## config.mk

```make
export PLATFORM = sky130hd
export DESIGN_NAME = dram_write_combiner
export DESIGN_NICKNAME = d
export VERILOG_FILES = /design/src/rtl/dram_write_combiner.sv
export SDC_FILE = /design/constraint.sdc
export NUM_CORES = 1
export LEC_CHECK = 0
export CAP_MARGIN = 0
export CORE_AREA = 3 3 232 234
export CTS_CLUSTER_DIAMETER = 50
export DETAILED_ROUTE_END_ITERATION = 10
export DIE_AREA = 0 0 235 237
export PLACE_DENSITY = 0.77
export SYNTH_ARGS = -nofsm -noshare
export SYNTH_HDL_FRONTEND = slang
export SYNTH_SLANG_ARGS = --single-unit
```

## constraint.sdc

```tcl
create_clock -name i_clk -period 37.8 [get_ports i_clk]
set_clock_uncertainty 0.1 [all_clocks]
set_input_delay 7.56 -clock i_clk [delete_from_list [all_inputs] [get_ports i_clk]]
set_output_delay 7.56 -clock i_clk [all_outputs]
set_load 0.03 [all_outputs]
```

## src/rtl/dram_write_combiner.sv

```systemverilog
// Single-entry write combiner: merges same-line beats by lane mask and forwards
// a line to DRAM when full, displaced, timed out or flushed by block completion.
module dram_write_combiner #(
    parameter int unsigned GBW   = 32,
    parameter int unsigned DBW   = 32,
    parameter int unsigned CSIZE = 8,
    parameter int unsigned TOUT  = 16
) (
    input  logic                       i_clk,
    input  logic                       i_rst,
    input  logic                       src_rdy,
    output logic                       src_ack,
    input  logic [GBW-1:0]             i_dramwa,
    input  logic [CSIZE-1:0][DBW-1:0]  i_dramwd,
    input  logic [CSIZE-1:0]           i_dramw_mask,
    input  logic                       blkdone_dval,
    output logic                       dst_rdy,
    input  logic                       dst_ack,
    output logic [GBW-1:0]             o_dramwa,
    output logic [CSIZE-1:0][DBW-1:0]  o_dramwd,
    output logic [CSIZE-1:0]           o_dramw_mask,
    output logic                       o_idle
);

    localparam int unsigned TW = $clog2(TOUT);
    localparam logic [TW-1:0] TMAX = TW'(TOUT - 1);

    logic                      h_valid;
    logic [GBW-1:0]            h_addr;
    logic [CSIZE-1:0][DBW-1:0] h_data;
    logic [CSIZE-1:0]          h_mask;
    logic [TW-1:0]             h_timer;
    logic                      flush_pend;

    logic                      out_free;
    logic                      match;
    logic                      stale;
    logic                      evict;
    logic                      take;
    logic                      merge;
    logic                      load;
    logic [CSIZE-1:0][DBW-1:0] merged_data;

    assign out_free = !dst_rdy || dst_ack;
    assign match    = h_valid && (i_dramwa == h_addr);
    assign stale    = (&h_mask) || (h_timer == TMAX) || flush_pend;
    assign evict    = h_valid && (stale || (src_rdy && !match)) && out_free;
    assign take     = !i_rst && src_rdy && !flush_pend
                      && (!h_valid || (match && !stale) || out_free);
    assign src_ack  = take;

    // Zero-mask beats are acknowledged but neither merge nor load.
    assign merge = take && (|i_dramw_mask) && match && !stale;
    assign load  = take && (|i_dramw_mask) && !(match && !stale);

    assign o_idle = !h_valid && !dst_rdy && !flush_pend;

    always_comb begin
        merged_data = h_data;
        for (int unsigned k = 0; k < CSIZE; k++) begin
            if (i_dramw_mask[k]) begin
                merged_data[k] = i_dramwd[k];
            end
        end
    end

    // A load into a valid entry coincides with evict, which the output
    // register picks up; the hold entry just takes the new beat.
    always_ff @(posedge i_clk or posedge i_rst) begin
        if (i_rst) begin
            h_valid <= 1'b0;
            h_addr  <= '0;
            h_data  <= '0;
            h_mask  <= '0;
            h_timer <= '0;
        end else if (load) begin
            h_valid <= 1'b1;
            h_addr  <= i_dramwa;
            h_data  <= i_dramwd;
            h_mask  <= i_dramw_mask;
            h_timer <= '0;
        end else if (merge) begin
            h_data  <= merged_data;
            h_mask  <= h_mask | i_dramw_mask;
            h_timer <= '0;
        end else if (evict) begin
            h_valid <= 1'b0;
            h_mask  <= '0;
            h_timer <= '0;
        end else if (h_valid && (h_timer != TMAX)) begin
            h_timer <= h_timer + TW'(1);
        end
    end

    always_ff @(posedge i_clk or posedge i_rst) begin
        if (i_rst) begin
            dst_rdy      <= 1'b0;
            o_dramwa     <= '0;
            o_dramwd     <= '0;
            o_dramw_mask <= '0;
        end else if (evict) begin
            dst_rdy      <= 1'b1;
            o_dramwa     <= h_addr;
            o_dramwd     <= h_data;
            o_dramw_mask <= h_mask;
        end else if (dst_ack) begin
            dst_rdy      <= 1'b0;
        end
    end

    always_ff @(posedge i_clk or posedge i_rst) begin
        if (i_rst) begin
            flush_pend <= 1'b0;
        end else if (flush_pend) begin
            if (evict || !h_valid) begin
                flush_pend <= 1'b0;
            end
        end else if (blkdone_dval) begin
            flush_pend <= 1'b1;
        end
    end

endmodule

```

# Yosys cells after proc, flatten, opt, wreduce, memory -nomap -nowiden
# Cells that the tools add are included.
[op_classes] addsub=1 bitwise_logic=1 mux=25 eq_ne=4 reduce_logical=53
[op_table] op="two-way mux 256 bit" count=2
[op_table] op="two-way mux 32 bit" count=8
[op_table] op="== test 32 bit" count=1
[op_table] op="two-way mux 8 bit" count=3
[op_table] op="nonzero test 2 bit" count=11
[op_table] op="AND reduction 2 bit" count=9
[op_table] op="two-way mux 4 bit" count=4
[op_table] op="logical AND 1 bit" count=15
[op_table] op="two-way mux 1 bit" count=8
[op_table] op="bitwise OR 8 bit" count=1
[op_table] op="AND reduction 8 bit" count=1
[op_table] op="OR reduction 8 bit" count=1
[op_table] op="zero test 1 bit" count=7
[op_table] op="logical OR 1 bit" count=7
[op_table] op="adder 4 x 1 -> 4 bit, second input constant" count=1
[op_table] op="== test 4 bit, second input constant" count=1
[op_table] op="inequality test 4 bit, second input constant" count=1
[op_table] op="nonzero test 4 bit" count=1
[op_table] op="nonzero test 3 bit" count=1
[op_table] op="inequality test 2 x 1 -> 1 bit, second input constant" count=1
[word_totals] regBits=599 elab_cells=108 inputBits=301 out_inout_bits=299

# Longest topological paths before layout
# Gate-level depths: netlist (run 1).
[depth] ltp_word=13 mapped_depth=10 depth_no_buf=7

# Worst setup path before layout (run 1)
# Ideal clock, no wire load.
[synth_path] kind="input to output" start="input i_dramwa[5]" end="output src_ack" path_slack_ps=21475 t_arrival_ps=8665 cell_stages=5 n_path_buf=0 required_ps=30140 cell_sequence="xnor2_1 nand4_1 nor4_2 nand4_1 nand2_1"
[synth_via] elab_chain_cells=6
[synth_rtl] element="from (decl)" line="13" rtl="input logic [GBW-1:0] i_dramwa,"
[synth_rtl] element="== test 32 bit" line="45" rtl="assign match = h_valid && (i_dramwa == h_addr);"
[synth_rtl] element="logical AND 1 bit" line="45"
[synth_rtl] element="logical AND 1 bit" line="49" rtl="&& (!h_valid || (match && !stale) || out_free);"
[synth_rtl] element="logical OR 1 bit (2 in a row)" line="49"
[synth_rtl] element="logical AND 1 bit" line="49"
[synth_rtl] element="to (decl)" line="12" rtl="output logic src_ack,"
# Every way passes these cells.

# Worst setup path after layout (run 1)
[layout_path] start="input i_dramwa[10]" end="output src_ack"
# The elaborated chain is that of the path after synthesis.

==> metrics.md, run 1 <==
| Metric | Value |
|---|---|
| Post-synthesis area per instance | `approximately 17 um^2` |
| Compound-gate portion of the synthesized area | `1.22%` |
| Cts bufs inserted | `66` |
| HPWL Detailed | `approximately 43000 um` |
| Core Box Area | `around 52000 um^2` |
| FP Rows | `84` |
| Synth Instances | `approximately 1.4k` |
| Simple-gate share of the synthesized area | `1.23%` |
| Setup crit end kind | `primary output` |
| Status | `finished clean` |
| IO buf count | `roughly 600` |
| Num Clock Sinks | `599` |
| Dpl ws | `between 20 and 25 ns` |
| First-pass GRT wire length | `between 90000 and 100000 um` |
| Final setup viols | `0` |
| Hold buffers post-CTS | `0` |
| Post-CTS sizing | `0` |
| Largest stage delay, worst path | `0.76 ns` |
| Slew Limit Fails | `0` |
| Antenna-violating nets left | `0` |
| Unique masters post-synth | `38` |
| Crit path buf inv count | `2` |
| DRT Pass-1 Iters | `4` |
| Worst path cell trace | `clkdlybuf4s50_1 -> xnor2_1 -> nand4_1 -> nor4_1 -> nand4_1 -> nand2_1 -> clkdlybuf4s50_1` |
| Total grt overflow | `0` |
| Kind of critical path | `in -> out` |
| Pwr dens | `97.0 nW/um^2` |
| Routed length per instance | `22.0 um` |
| Io pins | `600` |
| Total track usage | `21.3%` |
| Yosys Warn Count | `0` |
| Sequential fraction of the synthesis area | `65.2%` |
| Nets | `2275` |
| Slew margin rel. | `25.3%` |
| DRC Markers | `0` |
| CTS tree | `yes` |
| Largest family of logic cells by synthesized area | `multiplexers` |
| Die Y | `237 um` |
| Register bit total from synthesis | `599` |
| Routability congestion estimate | `0.910` |
| Post-Syn Area | `23000 um^2` |
| CP Launch Type | `input port` |
| Fin crit period | `17.80 ns` |
| Vias | `around 14k` |
| Die Area | `55700 um^2` |
| Worst-Margin Slew | `1.12 ns` |
| Mux contribution to synthesized area | `approximately 29%` |
| Share of layout cells above drive strength 1 | `between 20% and 30%` |
| Period utilization | `47.1%` |
| Top delay family on crit path | `buffers and inverters` |
| Synth Area in XOR/XNOR | `1.22%` |
| Clock Path Buffers | `3` |
| Worst Hold Class | `reg -> reg` |
| VDD IR max | `about 61 uV` |
| Max Cap Viol | `0` |
| Layout fillers | `3940` |
| H-tree Lvls | `3` |
| Vias in the first global route | `around 15k` |
| Starting Density | `44.0%` |
| Number of vias per cell | `just over 5` |
| Synth Area in Adders | `0.0544%` |
| F_max | `approximately 0.056 GHz` |
| Final instance area | `31700 um^2` |
| WP data arrival | `10.14 ns` |
| Sequential cell area | `15000 um^2` |
| Largest net degree at the start of global routing | `183` |
| Final hold vios | `0` |
| # Post-CTS Setup Buffers | `0` |
| Layout area overhead | `37.8%` |
| RSZ-0062 raised after global routing | `no` |
| CP max-delay cell | `clkdlybuf4s50_1` |
| Multi-input logic area | `between 7000 and 8000 um^2` |
| Initial antenna violation count | `10` |
| Root buffer cell | `clkbuf_16` |
| Leakage | `~14 nW` |
| Starting DRT DRC Count | `679` |
| Final worst setup slack | `about 20 ns` |
| CP Max Fanout | `9` |
| Most frequent cells in the layout | `599 x dfrtp_1, 599 x clkdlybuf4s50_1, 297 x mux2_1` |
| Syn nets | `1655` |
| Routed WL | `59900 um` |
| Clock slew at reported path FFs | `0.05 ns` |
| Die width | `235 um` |
| WP data required | `30.14 ns` |
| Layout Utilization | `between 60% and 70%` |
| Placed inst area | `29600 um^2` |
| Setup_tns | `0 ns` |
| Clock latency on the worst-skew pair | `0.59 ns` |
==> worst paths after layout <==
check	start	to	slack [ns]	cells after the start
hold / removal	h_data[190]	o_dramwd[190]	0.38	1
setup reg to reg	h_timer[0]	o_dramwd[246]	33.15	8
min in group asynchronous	i_rst	o_dramwa[23]	7.57	2
hold reg to reg	h_data[190]	o_dramwd[190]	0.38	1
setup / recovery	i_dramwa[10]	src_ack	20.00	7
max in group asynchronous	i_rst	h_addr[11]	27.64	4
==> through the flow <==
stage / power [W] / std cells / hold slack (ns)
after global placement: 0.00242 / 2593 / 0.360
final: 0.00307 / 2716 / 0.375
after floorplan: 0.00193 / 1353 / 0.352
after detailed placement: 0.00246 / 2593 / 0.368
after global routing: 0.00322 / 2715 / 0.393
after CTS: 0.00311 / 2708 / 0.377
==> flip-flops by register name, indices dropped and copies added (netlist names) <==
| name | flops |
|---|---|
| h_data | 256 |
| o_dramwd | 256 |
| h_addr | 32 |
| o_dramwa | 32 |
| h_mask | 8 |
| o_dramw_mask | 8 |
| h_timer | 4 |
| dst_rdy | 1 |
| flush_pend | 1 |
| h_valid | 1 |
==> routing by layer <==
metal / GRT usage [%] / wire (um) / up-vias
met5: 0 / 27 / -
met4: 10.0 / 2600 / 4
met3: 7.26 / 4820 / 128
met2: 35.2 / 29300 / 451
met1: 25.1 / 23200 / 7093
li1: - / - / 6050
==> power by group <==
part / switching [W] / internal, W / leakage, nW
Combinational: 0.000667 / 0.000620 / 5.39
Sequential: 0.000184 / 0.000974 / 7.13
Clock: 0.000254 / 0.000376 / 1.04
Total: 0.00110 / 0.00197 / 13.6
==> synth_stat cells, drive strengths merged <==
library cell    n  area [um^2]
o211ai          2         15.0
and4b           1         10.0
a21oi           2         10.0
mux2i           2         20.0
nand4          12         81.3
nor3            4         20.0
mux2          584         6670
nor3b           1         7.51
and4            1         8.76
nand2b          4         25.0
or4             2         15.0
a22o            8         70.1
inv             4         15.0
ha              1         12.5
and2            1         6.26
xnor2          28          245
a31oi           1         6.26
nor4            4         52.6
dfrtp         599        15000
xor2            4         35.0
o21ai           4         20.0
nand2           6         25.0
buf            63          457
a22oi           8          153
o22ai           1         6.26
nand3           2         10.0
nor2            4         22.5
==> cell type report <==
class / count / area share (%)
Clock buffer: 94 / 5.96
Inverter: 4 / 0.0710
Sequential cell: 599 / 47.3
Tap cell: 688 / 2.72
Clock inverter: 21 / 0.730
Multi-Input combinational cell: 687 / 23.8
Timing Repair Buffer: 615 / 19.3
Antenna cell: 8 / 0.0632
==> logic make-up (layout without fill, tap and decap cells) <==
logic type | count (synthesis) | after routing
fa+ha+maj | 1 | 1
buf+inv | 67 | 734
mux | 586 | 586
other cells | 0 | 8
flops | 599 | 599
simple gates | 42 | 42
xor+xnor | 32 | 32
compound gates | 26 | 26
(Power assumes the default switching activity.)
==> inputs of run 2 (changes only) <==
CORE_AREA = default   (was 3 3 232 234)
CORE_ASPECT_RATIO = 0.9   (was default)
CORE_MARGIN = 3   (was default)
CORE_UTILIZATION = 44   (was default)
DIE_AREA = default   (was 0 0 235 237)
PLACE_DENSITY = 0.8   (was 0.77)
clock period = 15.2 ns   (was 37.8 ns; I/O delays follow)
==> metrics.md, run 2 (synthesis gave the netlist of run 1 again) <==
| Metric | Value |
|---|---|
| Slew Limit Fails | `0 (unchanged)` |
| Setup_tns | `0 ns (unchanged)` |
| Cell count of the worst hold path | `1 (unchanged)` |
| Post-CTS sizing | `0 (unchanged)` |
| CP Launch Type | `input port` |
| Die width | `247 um (+5.1%)` |
| IO buf count | `599 (unchanged)` |
| Worst path cell trace | `clkdlybuf4s50_1 -> xnor2_1 -> nand4_1 -> nor4_2 -> nand4_1 -> nand2_1 -> clkdlybuf4s50_1` |
| Clock Path Buffers | `3 (unchanged)` |
| Clock latency on the worst-skew pair | `0.60 ns (about the same)` |
| Setup slack, reg-to-reg | `10.57 ns (-22.58 ns)` |
| Total track usage | `21.2% (-0.064 points)` |
| Layout area overhead | `36.8%` |
| Starting Density | `45.1% (+1.0 points)` |
| CP Max Fanout | `9 (unchanged)` |
| Top delay family on crit path | `buffers and inverters` |
| HPWL Detailed | `42900 um (+0.14%)` |
| P_sw | `0.00271 W (+140%)` |
| Core Box Area | `51000 um^2 (-2.3%)` |
| WP data required | `12.06 ns (-18.08 ns)` |
| Gate power share | `42.6% (+0.7 points)` |
| Biggest regs | `h_data x256, o_dramwd x256` |
| Cts bufs inserted | `59 (-11%)` |
| Nets | `2270 (-0.22%)` |
| Max Cap Viol | `0 (unchanged)` |
| Initial antenna violation count | `7 (-3)` |
| Total grt overflow | `0 (unchanged)` |
| Worst Reg-to-Reg Cells | `8 (unchanged)` |
| Vias | `13.7k (-0.50%)` |
| Routed WL | `59000 um (-1.4%)` |
| Starting DRT DRC Count | `571 (-16%)` |
| F_max | `0.114 GHz` |
| Worst-Margin Slew | `1.15 ns (+0.0292 ns)` |
| Hold buffers post-CTS | `0 (unchanged)` |
| Pwr dens | `238 nW/um^2 (+150%)` |
| Internal | `0.00480 W (+140%)` |
| Routed length per instance | `21.9 um (-0.70%)` |
| Status | `finished clean` |
| Slew margin rel. | `23.4% (-1.9 points)` |
| Root buffer cell | `clkbuf_16` |
| # Post-CTS Setup Buffers | `0 (unchanged)` |
| Largest stage delay, worst path | `0.77 ns (about the same)` |
| Io pins | `600 (unchanged)` |
| Vias in the first global route | `15.1k (-0.31%)` |
| Most frequent cells in the layout | `599 x dfrtp_1, 599 x clkdlybuf4s50_1, 297 x mux2_1` |
| Period utilization | `57.9%` |
| Worst Hold Class | `reg -> reg` |
| Worst R2R End | `o_dramwd[228]` |
| Leakage | `13.4 nW (-0.87%)` |
| Clock power frac | `19.0% (-1.5 points)` |
| Share of power burned in registers | `38.4% (+0.7 points)` |
| Pwr Total | `0.00751 W (+140%)` |
| R2r startpoint | `h_timer[0]` |
| Clock slew at reported path FFs | `0.06 ns (about the same)` |
| Kind of critical path | `in -> out` |
| H-tree Lvls | `2 (-1)` |
| Die Area | `55100 um^2 (-1.1%)` |
| Crit path buf inv count | `2 (unchanged)` |
| Antenna-violating nets left | `0 (unchanged)` |
| Hold path startpoint | `h_data[145]` |
| CTS tree | `yes` |
| Final hold vios | `0 (unchanged)` |
| Die Y | `223 um (-5.9%)` |
| Final setup viols | `0 (unchanged)` |
| CP max-delay cell | `clkdlybuf4s50_1` |
| Largest net degree at the start of global routing | `183 (unchanged)` |
| Num Clock Sinks | `599 (unchanged)` |
| RSZ-0062 raised after global routing | `no` |
| WP data arrival | `5.66 ns (-4.48 ns)` |
| DRT Pass-1 Iters | `4 (unchanged)` |
| Number of vias per cell | `5.07 (+0.24%)` |
| Setup crit end kind | `primary output` |
| Switching share of power | `36.0% (+0.11 points)` |
| VDD IR max | `162 uV (+170%)` |
| FP Rows | `78 (-7.1%)` |
| First-pass GRT wire length | `89600 um (-1.9%)` |
| Share of layout cells above drive strength 1 | `20.0% (-0.69 points)` |
| Fin crit period | `8.80 ns` |
| DRC Markers | `0 (unchanged)` |
| Worst hold endpoint | `o_dramwd[145]` |
| Layout fillers | `3741 (-5.1%)` |
| Routability congestion estimate | `0.883 (-3.0%)` |
[run 2: changes by cell type in the layout (fill, tap and decap cells not counted)]
| cell | delta |
|---|---|
| buf_4 | +2 |
| bufinv_16 | -1 |
| clkbuf_1 | +6 |
| clkbuf_16 | -6 |
| clkinv_2 | -7 |
| clkinv_8 | +1 |
| diode_2 | -2 |
| inv_6 | -3 |
| inv_8 | -2 |
[run 2: power groups by stage]
stage	clock (W)	combinational [W]	sequential [W]
2_1_floorplan	0	0.00120	0.00359
3_3_place_gp	0	0.00315	0.00284
3_5_place_dp	0	0.00322	0.00290
4_1_cts	0.00146	0.00324	0.00289
5_1_grt	0.00152	0.00337	0.00298
6_report	0.00142	0.00320	0.00288
[run 2: worst max-delay path by stage]
stage | from | to | slack [ns] | cells past startpoint
6_report | i_dramwa[18] | src_ack | 6.40 | 7
5_1_grt | i_dramwa[18] | src_ack | 6.29 | 7
4_1_cts | i_dramwa[18] | src_ack | 6.41 | 7
3_5_place_dp | i_dramwa[18] | src_ack | 6.42 | 7
3_3_place_gp | i_dramwa[18] | src_ack | 6.43 | 7
2_1_floorplan | i_rst | dst_rdy | 3.89 | 1
[run 2: layer usage]
layer	global-route usage (%)	share of wire [%]	vias up
met5	0	0.046	-
met4	8.61	3.8	4
met1	24.2	37	7063
met3	7.34	9.0	119
li1	-	-	6023
met2	36.4	50	448
[run 2: per-stage QoR]
step / std cells / worst slack (ns) / hold slack [ns] / cell area (um^2) / utilization [%]
2_1_floorplan: 1353 / 3.89 / 0.352 / 23000 / -
5_1_grt: 2695 / 6.29 / 0.392 / 31500 / 61.7
3_3_place_gp: 2587 / 6.43 / 0.358 / 29600 / 57.9
6_report: 2696 / 6.40 / 0.378 / 31500 / 61.7
4_1_cts: 2690 / 6.41 / 0.378 / 31500 / 61.6
3_5_place_dp: 2587 / 6.42 / 0.366 / 29600 / 57.9
[run 2: worst register-to-register path, delay by kind of cell (launching register included)]
| family | cells | cell delay, ns |
|---|---|---|
| simple gates | 3 | 1.86 |
| buf+inv | 1 | 1.00 |
| mux | 1 | 0.47 |
| compound gates | 2 | 0.43 |
| flops | 1 | 0.40 |
| fa+ha+maj | 1 | 0.26 |
[run 2: area by class of cell]
cell class / instances / area (um^2) / share of cell area [%]
flip-flops and latches: 599 / 15000 / 47.6
multi-input cells: 687 / 7560 / 24.0
repair buffers: 617 / 6140 / 19.5
clock buffers: 94 / 1760 / 5.59
well taps: 680 / 851 / 2.70
clock inverters: 9 / 138 / 0.437
inverters: 4 / 18.8 / 0.0596
diodes: 6 / 15.0 / 0.0477
==> inputs of run 3 (changes only) <==
clock period = 8.05 ns   (was 15.2 ns; I/O delays follow)
==> metrics.md, run 3 (synthesis gave the netlist of run 1 again) <==
| Metric | Value |
|---|---|
| Status | `finished clean` |
| Sequential cell area | `15000 um^2 (unchanged)` |
| CP Launch Type | `input port` |
| Core Box Area | `51000 um^2 (unchanged)` |
| Layout fillers | `3712 (-0.78%)` |
| Worst-Margin Slew | `1.12 ns (-0.0314 ns)` |
| Die width | `247 um (unchanged)` |
| Routed length per instance | `21.9 um (+0.19%)` |
| Biggest regs | `h_data x256, o_dramwd x256` |
| Post-CTS sizing | `0 (unchanged)` |
| DRC Markers | `0 (unchanged)` |
| Placed inst area | `29600 um^2 (+0.14%)` |
| Routability congestion estimate | `0.876 (-0.85%)` |
| Clock slew at reported path FFs | `0.06 ns (about the same)` |
| Slew margin rel. | `25.5% (+2.1 points)` |
| Final instance area | `31700 um^2 (+0.80%)` |
| IO buf count | `599 (unchanged)` |
| Die Y | `223 um (unchanged)` |
| Final worst setup slack | `2.05 ns (-4.35 ns)` |
| Starting DRT DRC Count | `451 (-21%)` |
| Starting Density | `45.1% (unchanged)` |
| Hold_ws | `0.378 ns (+0.000233 ns)` |
| VDD IR max | `296 uV (+83%)` |
| Initial antenna violation count | `11 (+4)` |
| Vias | `13.7k (+0.23%)` |
| Most frequent cells in the layout | `599 x dfrtp_1, 599 x clkdlybuf4s50_1, 297 x mux2_1` |
| Clock Path Buffers | `3 (unchanged)` |
| FP Rows | `78 (unchanged)` |
| Nets | `2272 (+0.088%)` |
| Antenna-violating nets left | `0 (unchanged)` |
| Num Clock Sinks | `599 (unchanged)` |
| WP data required | `6.34 ns (-5.72 ns)` |
| Worst Hold Class | `reg -> reg` |
| Kind of critical path | `in -> out` |
| Pwr dens | `454 nW/um^2 (+90%)` |
| Pwr Total | `0.0144 W (+92%)` |
| Largest net degree at the start of global routing | `197 (+7.7%)` |
| Setup crit end kind | `primary output` |
| H-tree Lvls | `2 (unchanged)` |
| Clock latency on the worst-skew pair | `0.59 ns (about the same)` |
| Max Cap Viol | `0 (unchanged)` |
| RSZ-0062 raised after global routing | `no` |
| Vias in the first global route | `15.1k (+0.21%)` |
| Share of layout cells above drive strength 1 | `20.8% (+0.82 points)` |
| Total grt overflow | `0 (unchanged)` |
| Fin crit period | `6.00 ns` |
| Multi-input logic area | `7560 um^2 (unchanged)` |
| # Post-CTS Setup Buffers | `0 (unchanged)` |
| Die Area | `55100 um^2 (unchanged)` |
| Cts bufs inserted | `59 (unchanged)` |
| Total track usage | `21.4% (+0.18 points)` |
| Period utilization | `roughly 75%` |
| F_max | `~0.17 GHz` |
| Final setup viols | `0 (unchanged)` |
| Slew Limit Fails | `0 (unchanged)` |
| Setup_tns | `0 ns (unchanged)` |
| HPWL Detailed | `42700 um (-0.60%)` |
| Root buffer cell | `clkbuf_16` |
| CTS tree | `yes` |
| Routed WL | `59300 um (+0.60%)` |
| Final hold vios | `0 (unchanged)` |
| First-pass GRT wire length | `90300 um (+0.82%)` |
| Layout area overhead | `37.9%` |
| DRT Pass-1 Iters | `4 (unchanged)` |
| WP data arrival | `4.29 ns (-1.37 ns)` |
| CP Max Fanout | `9 (unchanged)` |
| Io pins | `600 (unchanged)` |
| Number of vias per cell | `5.06 (-0.17%)` |
| Hold buffers post-CTS | `0 (unchanged)` |
| Dpl ws | `2.07 ns (-4.34 ns)` |
| Leakage | `13.6 nW (+0.95%)` |
-- run 3: cell types whose count changed in the layout (fill, tap and decap cells not counted) --
cell        delta
clkinv_2       +6
inv_6          +1
bufinv_16      +6
diode_2        +4
buf_12         +2
clkbuf_1      -11
clkinvlp_4     +1
clkinv_4       +2
-- run 3: per-layer routing --
layer / vias to the layer above / track usage [%] / share of wire (%)
met5: - / 0 / 0.062
met4: 6 / 8.39 / 3.8
met3: 124 / 7.33 / 8.8
met2: 430 / 36.7 / 50
met1: 7066 / 24.6 / 37
li1: 6063 / - / -
-- run 3: where the power goes --
group | leakage [nW] | internal [W] | switching [W] | total (W)
logic | 5.42 | 0.00292 | 0.00313 | 0.00605
clock network | 1.03 | 0.00178 | 0.00115 | 0.00292
registers | 7.13 | 0.00457 | 0.000861 | 0.00543
-- run 3: cell type report --
| cell class | count | share of cell area [%] |
|---|---|---|
| clock buffer | 83 | 5.42 |
| sequential | 599 | 47.2 |
| timing repair buffer | 619 | 19.5 |
| inverter | 4 | 0.0592 |
| multi-input combinational | 687 | 23.8 |
| clock inverter | 25 | 1.20 |
| tap | 680 | 2.68 |
| antenna | 10 | 0.0789 |
-- run 3: path summary, 6_finish.rpt --
path / endpoint / depth (start not counted) / from / slack (ns)
max in group asynchronous: h_data[128] / 4 / i_rst / 4.67
max: src_ack / 7 / i_dramwa[18] / 2.05
min in group asynchronous: o_dramwd[36] / 2 / i_rst / 1.45
max reg2reg: o_dramwd[156] / 8 / h_timer[0] / 3.91
min: o_dramwd[97] / 1 / h_data[97] / 0.38
min reg2reg: o_dramwd[97] / 1 / h_data[97] / 0.38
-- run 3: critical path: stages --
cell and delay, ns:
clkdlybuf4s50_1 0.43, xnor2_1 0.28, nand4_1 0.16, nor4_2 0.46
nand4_1 0.20, nand2_1 0.35, clkdlybuf4s50_1 0.79
-- run 3: through the flow --
stage / std cells / util, %
after floorplan: 1353 / -
after CTS: 2697 / 62.1
after global placement: 2589 / 58.0
after global routing: 2704 / 62.1
after detailed placement: 2589 / 58.0
final: 2707 / 62.2
